**src/rtl/ctr_frame_packer.sv**
```systemverilog
// ctr_frame_packer: collects 128-bit ciphertext blocks into one wide frame
// (first block in the MSBs), latches the key/IV seen with the first block,
// and holds the finished frame until the downstream CTR stage takes it.
module ctr_frame_packer #(
  parameter int CIPHERTEXTIN = 1024
) (
  input  logic                                  clk,
  input  logic                                  rst,
  input  logic [127:0]                          s_data,
  input  logic                                  s_valid,
  output logic                                  s_ready,
  input  logic                                  s_last,
  input  logic [255:0]                          key_in,
  input  logic [127:0]                          iv_in,
  output logic [CIPHERTEXTIN-1:0]               ciphertext_out,
  output logic [255:0]                          key_out,
  output logic [127:0]                          iv_out,
  output logic                                  frame_valid,
  input  logic                                  frame_ready,
  output logic [$clog2(CIPHERTEXTIN/128+1)-1:0] frame_nblk
);

  localparam int NBLK = CIPHERTEXTIN / 128;
  localparam int CW   = $clog2(NBLK + 1);

  localparam logic [CIPHERTEXTIN-1:0] ALL_ONES = '1;
  // Mask covering slot 0 (the top 128 bits); shifted down to reach slot k.
  localparam logic [CIPHERTEXTIN-1:0] TOP_MASK = ~(ALL_ONES >> 128);
  localparam logic [CW-1:0]           LAST_IDX = CW'(NBLK - 1);

  typedef enum logic [1:0] {
    IDLE,
    FILL,
    HOLD
  } state_t;

  state_t                  state_q, state_d;
  logic [CW-1:0]           cnt_q, cnt_d;
  logic [CIPHERTEXTIN-1:0] buf_q, buf_d;
  logic [255:0]            key_q, key_d;
  logic [127:0]            iv_q, iv_d;

  logic                    accept;
  logic                    closing;
  logic [CW+6:0]           shamt;
  logic [CIPHERTEXTIN-1:0] slot_mask;
  logic [CIPHERTEXTIN-1:0] slot_data;

  // Next-state logic: accept beats outside HOLD, close on s_last or a full frame
  always_comb begin
    state_d = state_q;
    cnt_d   = cnt_q;
    buf_d   = buf_q;
    key_d   = key_q;
    iv_d    = iv_q;

    accept  = s_valid && (state_q != HOLD);
    closing = accept && (s_last || (cnt_q == LAST_IDX));

    // Slot k starts 128*k bits below the MSB; {cnt, 7'b0} is exactly 128*k.
    shamt     = {cnt_q, 7'd0};
    slot_mask = TOP_MASK >> shamt;
    slot_data = (CIPHERTEXTIN'(s_data) << (CIPHERTEXTIN - 128)) >> shamt;

    if (accept) begin
      buf_d = (buf_q & ~slot_mask) | slot_data;
      cnt_d = cnt_q + 1'b1;
    end

    case (state_q)
      IDLE: begin
        if (accept) begin
          key_d   = key_in;
          iv_d    = iv_in;
          state_d = closing ? HOLD : FILL;
        end
      end
      FILL: begin
        if (accept) begin
          state_d = closing ? HOLD : FILL;
        end
      end
      HOLD: begin
        if (frame_ready) begin
          state_d = IDLE;
          buf_d   = '0;
          cnt_d   = '0;
        end
      end
      default: state_d = IDLE;
    endcase
  end

  // State and datapath registers with synchronous reset
  always_ff @(posedge clk) begin
    if (rst) begin
      state_q <= IDLE;
      cnt_q   <= '0;
      buf_q   <= '0;
      key_q   <= '0;
      iv_q    <= '0;
    end else begin
      state_q <= state_d;
      cnt_q   <= cnt_d;
      buf_q   <= buf_d;
      key_q   <= key_d;
      iv_q    <= iv_d;
    end
  end

  assign s_ready        = (state_q != HOLD);
  assign frame_valid    = (state_q == HOLD);
  assign ciphertext_out = buf_q;
  assign key_out        = key_q;
  assign iv_out         = iv_q;
  assign frame_nblk     = cnt_q;

endmodule
```
**config.mk**
```make
export PLATFORM = sky130hd
export DESIGN_NAME = ctr_frame_packer
export DESIGN_NICKNAME = d
export VERILOG_FILES = /design/src/rtl/ctr_frame_packer.sv
export SDC_FILE = /design/constraint.sdc
export NUM_CORES = 2
export LEC_CHECK = 0
export CAP_MARGIN = 20
export CORE_AREA = 2 2 755 757
export DETAILED_ROUTE_END_ITERATION = 12
export DIE_AREA = 0 0 757 759
export PLACE_DENSITY = 0.38
export RECOVER_POWER = 50
export SYNTH_ARGS = -nofsm -noshare
export SYNTH_HDL_FRONTEND = slang
export SYNTH_SLANG_ARGS = --single-unit
```
**constraint.sdc**
```tcl
create_clock -name clk -period 4 [get_ports clk]
set_input_delay 1.2 -clock clk [delete_from_list [all_inputs] [get_ports clk]]
set_output_delay 1.2 -clock clk [all_outputs]
set_load 0.005 [all_outputs]
```
==> reports/metrics.yaml <==
placed_design:
  place_area_um2: 81130
  pre_cts_slack_ns: -0.04331
  dp.cells: 14610
  place.gp.congestion: 0.8635
  hpwlAfterDp_um: 347200
  portBuffers: 1930
clock_network:
  h-tree-depth: 4
  cts_resized: 0
  cts_tree: "done"
  post_cts_buffers: 0
  cts_buffers: 193
  cts_buffer_depth: 4
  cts.sinks: 1414
  cts.clk_slew.worst_paths_ns: 0.05
  clk_latency_ns: 0.90
  cts-root-buf: "clkbuf_16"
  cts_hold_buf: 0
global_route:
  grtUsageMet3_pct: 6.554
  grtUsageTotal_pct: 14.72
  antenna_found_initial: 185
  grt_pass1_wl_um: 565400
  gr-usage-met1_pct: 18.91
  grt_remaining_overflow: 0
  grt-busiest-layer: "met2"
  use_met2_pct: 22.59
  grt_max_degree: 129
  grt_pass1_vias: 50710
power_and_ir_drop:
  p_total_mw: 37.93
  intPower_mw: 27.25
  p_switching_mw: 10.68
  p_leak_nw: 27.96
  seq_power_share_pct: 39.0
  ir_worst_vdd_mv: 0.3057
  p_comb_share_pct: 12.3
  p_clk_share_pct: 48.7
  power.density_nw_per_um2: 435.7
  switching_share_pct: 28.16
cells_and_area:
  final_area_um2: 87050
  final_nets: 7798
  final_cells: 15010
  nFillCells: 64140
  syn_to_final_growth_pct: 69.21
  ff_latch_area_um2: 28310
  drive_above_1_share_pct: 8.089
  multi_input_area_um2: 20300
synthesis:
  synthSimpleGateAreaFrac_pct: 23.01
  synth_commonest_cells: "dfxtp_1 (1414), nand3b_1 (1144), o22ai_1 (1024)"
  ys_ff_latch: 1414
  syn_inst: 5417
  synth_top_flop_cell: "dfxtp_1"
  synth_top_area_cell: "dfxtp_1"
  syn_avg_cell_area_um2: 9.496
  synthesis.nets: 5940
  ys_top_cells_by_area: "dfxtp_1 (55%), nand3b_1 (17%), o22ai_1 (12%)"
  synth_top_family_by_area: "simple AND/OR/NAND/NOR gates"
  ys_seq_area_share_pct: 55.03
  syn-cell-area_um2: 51440
  async_flop_share_pct: 0
  synthAdderAreaFrac_pct: 0.1459
  synth.area.mux_share_pct: 0
  synth_compound_area_share_pct: 16.30
  ys_types: 34
  ys_warn_count: 0
  netlist.area_leader.share_pct: 55.03
  yosys.cell_count.top_type: "dfxtp_1"
  synth-xor-area-share_pct: 0
  synth_edf_count: 0
routing:
  drcViolationCount: 0
  drt_pass1_iterations: 5
  wl_per_cell_um: 29.82
  first_iter_violations: 4528
  final_antenna_net_count: 0
  wl_um: 447600
  vias_per_cell: 3.539
  vias: 53120
die:
  die_h_um: 759
  core-area_um2: 567000
  initial_utilization_pct: 9.072
  die_area_um2: 574600
  fp-row-count: 277
  die_w_um: 757
  io_pins: 1931
timing:
  worst_slack_ns: 0.07527
  tightestPinTransition_ns: 1.993
  drv_slew: 258
  fin_crit_ns: 3.925
  rsz0062_at_grt: "false"
  finalHoldViolCount: 0
  period_share_pct: 98.12
  max_freq_mhz: 254.8
  slew_headroom_pct: -32.85
  setup_viol: 0
  holdWs_ns: 0.4529
  fin_worst_skew_ns: 0.06074
critical_path:
  end_kind: "register"
  cp.arrival_ns: 4.66
  critPathKind: "in2reg"
  startpoint_type: "input pin"
  worst-path-max-fanout: 60
  critPathRequiredTime_ns: 4.73
outcome:
  violations: "max-capacitance violations, max-slew violations"
  status: "finished with violations"
flow_run:
  cap_violations: 3
hold_path:
  hp-class: "reg2reg"
[layer usage]
metal,vias to the layer above,part of all wire [%]
li1,23440,-
met1,26650,43
met2,2467,43
met3,490,11
met4,74,2.3
met5,-,0.10
[path summary, 6_finish.rpt]
check | from | end | slack, ns | cells after the start
max reg2reg | frame_nblk[1] | ciphertext_out[770] | 0.76 | 7
min reg2reg | key_out[180] | key_out[180] | 0.45 | 2
max | rst | ciphertext_out[455] | 0.08 | 5
min | key_out[180] | key_out[180] | 0.45 | 2
[power groups by stage]
stage	Combinational, mW	Sequential [mW]	Clock, mW
after floorplan	1.39	15.1	0
after global placement	4.90	15.1	0
after detailed placement	4.87	15.1	0
after CTS	4.89	14.8	19.1
after global routing	4.94	14.8	19.5
final	4.66	14.8	18.5
[stage by stage]
stage | TNS, ns | util (%)
after floorplan | 0 | -
after global placement | 0 | 14.31
after detailed placement | -1.294 | 14.31
after CTS | 0 | 15.47
after global routing | 0 | 15.34
final | 0 | 15.35
[final cells by class]
class                   count  area share [%]
diodes                     44          0.1265
clock buffers             286           6.524
clock inverters            64           1.051
inverters                   6         0.02587
multi-input cells        3384           23.32
flip-flops and latches   1414           32.52
well taps                7533           10.83
repair buffers           2276           25.60
[state kept, by name (all words and copies together), names as in the netlist]
| signal | cells |
|---|---|
| ciphertext_out | 1024 |
| frame_nblk | 4 |
| iv_out | 128 |
| key_out | 256 |
| state_q | 2 |
[cell usage in the layout (no fill, tap or decap), types with 2 or more instances in the layout]
cell and n:
o21ai_0 3, nor3_1 2, bufinv_16 16, inv_16 3, ha_1 6, nor4_1 3
clkinv_4 2, buf_4 142, nand3_1 3, dfxtp_1 1414, a21oi_1 388, nor2b_1 2
clkbuf_1 110, clkinv_16 2, clkbuf_8 50, diode_2 44, inv_1 5, clkbuf_16 193
clkbuf_4 11, nand2b_1 2, nand3b_2 6, dlygate4sd3_1 45, nor3_4 3, clkinv_8 4
clkdlybuf4s50_1 1883, clkinv_2 25, o22ai_1 1024, clkbuf_2 60, inv_6 10, nand3b_1 1148
nand2_1 774, buf_12 62, nand4_1 8, buf_2 4
[cell families after synthesis]
group	count (synthesis)
AOI/OAI and AO/OA	1418
DFF	1414
and+or+nand+nor	1960
buffers and inverters	619
adders and majority gates	6
[worst max-delay path, stage by stage]
cell	delay [ns]
clkbuf_2	1.12
clkbuf_2	1.03
buf_4	0.33
nand3b_1	0.63
o22ai_1	0.19
Power figures use the tool's default switching activity.
